### config.mk
export PLATFORM = sky130hd
export DESIGN_NAME = pc_gen
export DESIGN_NICKNAME = d
export VERILOG_FILES = /design/src/rtl/pc_gen.sv
export SDC_FILE = /design/constraint.sdc
export NUM_CORES = 1
export LEC_CHECK = 0
export ABC_AREA = 1
export BUFFER_PORTS_ARGS = -buffer_cell sky130_fd_sc_hd__buf_2
export CORE_ASPECT_RATIO = 1.2
export CORE_MARGIN = 2
export CORE_UTILIZATION = 45
export CTS_CLUSTER_SIZE = 16
export DETAILED_ROUTE_END_ITERATION = 6
export PLACE_DENSITY_LB_ADDON = 0.05
export SLEW_MARGIN = 20
export SYNTH_ARGS = -nofsm -noshare
export SYNTH_HDL_FRONTEND = slang
export SYNTH_SLANG_ARGS = --single-unit
### constraint.sdc
create_clock -name clock -period 2.4 [get_ports clock]
set_input_delay 0.6 -clock clock [delete_from_list [all_inputs] [get_ports clock]]
set_output_delay 0.6 -clock clock [all_outputs]
set_load 0.05 [all_outputs]
### src/rtl/pc_gen.sv
// Program-counter generation stage feeding fetch: start/enable, stalls, redirects, halt.
// Optional PC_BOUNDS_EN halts with a sticky fault when the next PC exceeds IMEM_DEPTH-1.
module pc_gen #(
    parameter int unsigned       ADDR_W     = 32,
    parameter logic [ADDR_W-1:0] RESET_PC   = '0,
    parameter int unsigned       IMEM_DEPTH = 32
) (
    input  logic              clock,
    input  logic              reset,
    input  logic              enable,
    input  logic              stall,
    input  logic              redirect_valid,
    input  logic [ADDR_W-1:0] redirect_target,
    input  logic              halt_req,
    output logic [ADDR_W-1:0] pc,
    output logic              pc_valid,
    output logic              flush,
    output logic              halted,
    output logic              fault,
    output logic [31:0]       fetch_count
);

`ifdef PC_BOUNDS_EN
    localparam bit BOUNDS_EN = 1'b1;
`else
    localparam bit BOUNDS_EN = 1'b0;
`endif

    localparam logic [ADDR_W:0] PC_MAX = (ADDR_W+1)'(IMEM_DEPTH - 1);

    typedef enum logic [1:0] {StIdle, StRun, StStall, StHalt} state_e;

    state_e            state_q;
    logic [ADDR_W-1:0] pc_q;
    logic              valid_q;
    logic              flush_q;
    logic              halted_q;
    logic              fault_q;
    logic              pend_q;
    logic [ADDR_W-1:0] pend_tgt_q;
    logic [31:0]       count_q;

    logic [ADDR_W:0]   inc_wide;
    logic [ADDR_W-1:0] rel_tgt;
    logic              rel_jump;

    // Checked one bit wider than the PC so a wrap at 2^ADDR_W still counts as out of range.
    function automatic logic out_of_range(input logic [ADDR_W:0] t);
        return BOUNDS_EN && (t > PC_MAX);
    endfunction

    assign inc_wide = {1'b0, pc_q} + {{ADDR_W{1'b0}}, 1'b1};
    // On stall release a same-cycle redirect beats the pending entry.
    assign rel_tgt  = redirect_valid ? redirect_target : pend_tgt_q;
    assign rel_jump = redirect_valid | pend_q;

    always_ff @(posedge clock) begin
        if (reset) begin
            state_q    <= StIdle;
            pc_q       <= RESET_PC;
            valid_q    <= 1'b0;
            flush_q    <= 1'b0;
            halted_q   <= 1'b0;
            fault_q    <= 1'b0;
            pend_q     <= 1'b0;
            pend_tgt_q <= '0;
            count_q    <= '0;
        end else begin
            flush_q <= 1'b0;
            if (valid_q) count_q <= count_q + 32'd1;
            if (state_q != StHalt && halt_req) begin
                state_q  <= StHalt;
                valid_q  <= 1'b0;
                halted_q <= 1'b1;
                pend_q   <= 1'b0;
            end else begin
                case (state_q)
                    StIdle: begin
                        if (enable) begin
                            if (stall) begin
                                state_q <= StStall;
                            end else begin
                                state_q <= StRun;
                                valid_q <= 1'b1;
                            end
                        end
                    end
                    StRun: begin
                        if (redirect_valid) begin
                            if (out_of_range({1'b0, redirect_target})) begin
                                state_q  <= StHalt;
                                valid_q  <= 1'b0;
                                halted_q <= 1'b1;
                                fault_q  <= 1'b1;
                            end else begin
                                pc_q    <= redirect_target;
                                flush_q <= 1'b1;
                            end
                        end else if (stall) begin
                            state_q <= StStall;
                            valid_q <= 1'b0;
                        end else if (!enable) begin
                            state_q <= StIdle;
                            valid_q <= 1'b0;
                        end else if (out_of_range(inc_wide)) begin
                            state_q  <= StHalt;
                            valid_q  <= 1'b0;
                            halted_q <= 1'b1;
                            fault_q  <= 1'b1;
                        end else begin
                            pc_q <= inc_wide[ADDR_W-1:0];
                        end
                    end
                    StStall: begin
                        if (stall) begin
                            if (redirect_valid) begin
                                pend_q     <= 1'b1;
                                pend_tgt_q <= redirect_target;
                            end
                        end else begin
                            pend_q <= 1'b0;
                            if (rel_jump && out_of_range({1'b0, rel_tgt})) begin
                                state_q  <= StHalt;
                                halted_q <= 1'b1;
                                fault_q  <= 1'b1;
                            end else begin
                                state_q <= StRun;
                                valid_q <= 1'b1;
                                if (rel_jump) begin
                                    pc_q    <= rel_tgt;
                                    flush_q <= 1'b1;
                                end
                            end
                        end
                    end
                    StHalt: begin
                    end
                endcase
            end
        end
    end

    assign pc          = pc_q;
    assign pc_valid    = valid_q;
    assign flush       = flush_q;
    assign halted      = halted_q;
    assign fault       = fault_q;
    assign fetch_count = count_q;

endmodule
# == Yosys cells after proc, flatten, opt, wreduce, memory -nomap -nowiden ==
# Cells that the tools add are included.
# totals
ff_bits,102
input_bits,38
output_inout_bits,68
wordCells,65
# classes
n_eq_ne,15
mux,27
bitwise,2
add_sub_neg,2
n_reduce_logical,11
# op_table
cell,n
2-to-1 mux 32 bit,6
"adder 32 x 1 -> 32 bit, second input constant",2
one-hot mux 32 bit (2 select lines),1
"!= test 3 bit, second input constant",6
2-to-1 mux 2 bit,7
2-to-1 mux 1 bit,10
"!= test 2 bit, second input constant",5
one-hot mux 2 bit (3 select lines),1
AND reduction 6 bit,1
AND reduction 5 bit,1
"!= test 4 bit, second input constant",1
AND reduction 4 bit,1
nonzero test 4 bit,1
one-hot mux 1 bit (3 select lines),1
AND reduction 3 bit,1
nonzero test 3 bit,1
"== test 2 x 1 -> 1 bit, second input constant",1
"== test 2 bit, second input constant",1
logical NOT 2 bit,1
"!= test 2 x 1 -> 1 bit, second input constant",1
one-hot mux 1 bit (2 select lines),1
AND reduction 2 bit,1
nonzero test 2 bit,1
OR reduction 2 bit,1
other kinds (3),3

# == Depth between registers and ports, before layout ==
# depth
ltp_word,5
ltp_mapped,11
depth_no_buf,10

# == Least setup slack after synthesis ==
# Ideal clock, no wire load.
# synth_path
kind,register to register
from,"reg count_q[0], in the netlist fetch_count[0]"
to,"reg count_q[18], in the netlist fetch_count[18]"
setup_time_ps,132
path_stages_with_launch,9
path_slack_ps,521
t_arrival_ps,1747
path_cell_list,dfxtp_1 -> ha_1 -> nand3_1 -> nor2_2 -> nand2_1 -> nor2_2 -> inv_1 -> nor3b_1 -> nor3_1
# synth_between
elab_chain_len,1
# synth_rtl
element,line_no,rtl
"start, declared",41,logic [31:0] count_q;
"start signal, assigned",70,if (valid_q) count_q <= count_q + 32'd1;
adder 32 x 1 -> 32 bit,70,
# Every way passes these cells.
# A chain may end at the register's enable or synchronous reset.

# == Worst setup path after layout ==
# layout_path
from,reg state_q[0]
to,"reg pc_q[24], in the netlist pc[24]"
# layout_between
elab_chain_len,4
# layout_rtl
element,line_no,rtl
"start, declared",33,state_e state_q;
"start signal, assigned",59,state_q <= StIdle;
"start signal, assigned",72,state_q <= StHalt;
"start signal, assigned",81,state_q <= StStall;
branches (longest 4 deep; another with AND reduction 6 bit),--,
"end signal, assigned",96,pc_q <= redirect_target;
"end signal, assigned",111,pc_q <= inc_wide[ADDR_W-1:0];
"end signal, assigned",130,pc_q <= rel_tgt;
"end, declared",34,logic [ADDR_W-1:0] pc_q;
# Several ways; the timed one is not identified.

==> results.py <==
metrics = {
    "sta": {
        "finalSetupViolCount": 0,
        "slew_violations": 0,
        "finalHoldViolations": 0,
        "clock_skew_ps": 5.79,
        "rsz0062_at_grt": "no",
        "min_period_over_period_pct": 84.0,
        "fmax_ghz": 0.496,
        "fin_ws_ps": 384,
        "min_period_ps": 2020,
        "hold_ws_ps": 451,
        "fin_setup_tns_ps": 0,
    },
    "floorplan": {
        "die-area_sq_um": 14200,
        "die_h_um": 130,
        "initial_core_util_pct": 45.5,
        "rows": 46,
        "design.core.area_sq_um": 13100,
        "ios": 106,
        "die_w_um": 109,
    },
    "logic_synthesis": {
        "synth_edf_count": 0,
        "synth_top_family_by_area": "simple AND/OR/NAND/NOR gates",
        "ys_seq_elements": 102,
        "yosysWarnings": 0,
        "synth.area.mux_share_pct": 0,
        "async_flop_share_pct": 0,
        "synthCells": 934,
        "syn_area_per_cell_sq_um": 6.40,
        "synth_fp_nets": 979,
        "ys.flop_type": "dfxtp_1",
        "ys_seq_area_share_pct": 34.2,
        "yosys.cell_types.count": 38,
        "synth_xor_area_share_pct": 1.32,
        "synth-compound-area-share_pct": 20.7,
        "synth-simple-area-share_pct": 32.6,
        "synth_adder_area_share_pct": 1.47,
        "netlist_area_sq_um": 5970,
    },
    "place": {
        "hpwlAfterDp_mm": 12.6,
        "place_ws_ps": 410,
        "placed_area_sq_um": 6680,
        "gp_congestion": 0.972,
        "io_buffer_count": 104,
    },
    "hold_path": {
        "min_path_type": "reg2reg",
        "hp-start": "pend_tgt_q[21]",
        "whs_path_depth": 2,
    },
    "power_and_ir_drop": {
        "p_seq_share_pct": 37.1,
        "power.internal_mw": 3.53,
        "clockPowerShare_pct": 23.9,
        "swShare_pct": 44.1,
        "power_mw": 6.31,
        "power_density_nw_per_um2": 905,
        "p_comb_share_pct": 39.0,
        "ir_drop_v": 0.000565,
        "switching_power_mw": 2.78,
        "p_leak_nw": 2.99,
    },
    "final_layout": {
        "drive_gt1_share_pct": 17.1,
        "final_nets": 1073,
        "antenna_cells": 0,
        "syn2layout_area_growth_pct": 16.8,
        "fillers": 1420,
        "final_cell_area_sq_um": 6980,
    },
    "cts": {
        "cts_root_buf": "clkbuf_16",
        "tritoncts": "built",
        "cts_buffer_depth": 2,
        "htreeDepth": 3,
        "cts.clk_slew.worst_paths_ps": 70,
        "cts-resized-gates": 0,
        "clk_latency_ps": 340,
        "postCtsSetupRepairBufs": 0,
        "cts_hold_buf": 0,
        "numCtsBuffers": 9,
        "clock-sinks": 102,
    },
    "critical_path": {
        "crit_arrival_ps": 2240,
        "path_buf_inv": 3,
        "cpPeakStageDelay_ps": 420,
        "reg2reg_depth": 10,
        "crit_slowest_cell": "dfxtp_1",
        "startpoint_type": "register",
        "crit_family": "simple AND/OR/NAND/NOR gates",
        "path_max_fanout": 21,
        "crit_type": "reg2reg",
        "endpoint_kind": "register",
        "crit_path_cell_trace": "inv_1, ha_1, inv_1, nor2_1, nand2_1, nor2_4, buf_4, o21ai_0, nand2_1, a21oi_1",
        "r2r-start": "state_q[0]",
        "cp.required_ps": 2620,
        "cp-startpoint": "state_q[0]",
        "cp.depth": 10,
    },
    "drt": {
        "via_per_inst": 5.22,
        "wire_per_inst_um": 14.1,
        "dr.pass1.iters": 6,
        "route.detailed.drc": 0,
        "routed-wl-met2_mm": 8.15,
        "drt_iter0_markers": 359,
        "ant_nets": 0,
        "wl_mm": 16.9,
        "wirelength_met1_mm": 7.59,
        "dr_wl_met3_um": 760,
        "top_layer_used": "met4",
        "dr_total_vias": 6266,
    },
    "status": {
        "status": "completed",
    },
    "grt": {
        "grt_max_degree": 53,
        "antenna_found_initial": 0,
        "grt_pass1_wl_mm": 27.2,
        "grt_pass1_vias": 5797,
        "globalRouteTotalUtil_pct": 24.1,
        "grt-ovfl-total": 0,
    },
    "job": {
        "cap_violations": 0,
    },
}
[worst min-delay path, delay by kind of cell, from the launching register on]
family	cells	cell delay, ps
flops	1	300
buf+inv	1	60
compound gates	1	50
[final cells by class]
type / instances / area, sq um / area share (%)
clock buffers: 12 / 256 / 3.68
clock inverters: 4 / 45.0 / 0.645
inverters: 104 / 390 / 5.59
multi-input cells: 688 / 3360 / 48.1
flip-flops and latches: 102 / 2040 / 29.3
well taps: 168 / 210 / 3.01
repair buffers: 123 / 676 / 9.68
[power by group through the flow]
| stage | Clock [mW] | Sequential [mW] | Combinational [mW] |
|---|---|---|---|
| final | 1.51 | 2.34 | 2.46 |
| after global routing | 1.60 | 2.38 | 2.71 |
| after CTS | 1.54 | 2.34 | 2.46 |
| after detailed placement | 0 | 2.37 | 2.46 |
| after global placement | 0 | 2.37 | 2.45 |
| after floorplan | 0 | 2.97 | 1.17 |
[synthesized netlist by cell type, types with 3 or more instances]
library cell	count	area share, %
buf_4	3	0.38
nand3_1	61	5.1
nor2_2	9	0.94
o22ai_1	3	0.31
nand2_2	7	0.73
a21oi_1	91	7.6
nand2_1	209	13
nand3b_1	6	0.75
clkbuf_1	17	1.1
ha_1	7	1.5
a31oi_1	4	0.42
nand4_1	9	0.94
inv_2	4	0.25
a211oi_1	4	0.50
inv_1	100	6.3
nor2_1	102	6.4
nor2_4	11	2.1
o31ai_1	14	1.8
nor3_1	13	1.1
xor2_1	8	1.2
dfxtp_1	102	34
o21ai_0	109	9.1
buf_2	19	1.6
[per-stage QoR]
stage / utilization [%] / cells
6_report: 53.2 / 1201
5_1_grt: 53.2 / 1201
3_5_place_dp: 50.9 / 1185
4_1_cts: 53.2 / 1201
3_3_place_gp: 50.9 / 1185
2_1_floorplan: - / 934
[layout by cell type (no fill, tap or decap), types with 2 or more instances in the layout]
cell type and instances:
a211oi_1 4, a21o_1 2, a21oi_1 91, a31oi_1 4, and2_1 2, buf_2 104, buf_4 18, clkbuf_16 9
clkbuf_8 2, clkinv_2 3, dfxtp_1 102, ha_1 7, inv_1 99, inv_2 5, nand2_1 208, nand2_2 8
nand3_1 61, nand3_2 2, nand3b_1 6, nand4_1 9, nor2_1 102, nor2_2 9, nor2_4 11, nor3_1 13
nor3_2 2, nor3b_1 2, o21a_1 2, o21ai_0 109, o21ai_1 2, o22ai_1 3, o31ai_1 14, xor2_1 8
[final timing paths]
path	to	slack (ps)
worst max-delay path	pc[24]	380
worst max register to register	pc[24]	380
worst min-delay path	pend_tgt_q[21]	450
worst min register to register	pend_tgt_q[21]	450
[per-layer routing]
layer  vias up  global-route usage (%)
met2       144                    41.4
met3        27                    4.10
met5         -                       0
li1       3252                       -
met1      2843                    30.3
met4         0                    8.64
[kinds of logic after synthesis]
| kind of cell | Yosys count |
|---|---|
| and+or+nand+nor | 438 |
| AOI/OAI and AO/OA | 233 |
| buffers and inverters | 144 |
| DFF | 102 |
| xor gates and xnor gates | 9 |
| adders and majority gates | 7 |
| other | 1 |
[flip-flops by register name (all words and copies together), names as in the netlist]
signal       cells
fetch_count     32
flush            1
halted           1
pc              32
pc_valid         1
pend_q           1
pend_tgt_q      32
state_q          2
No activity file was read; power rests on OpenSTA's default activity.
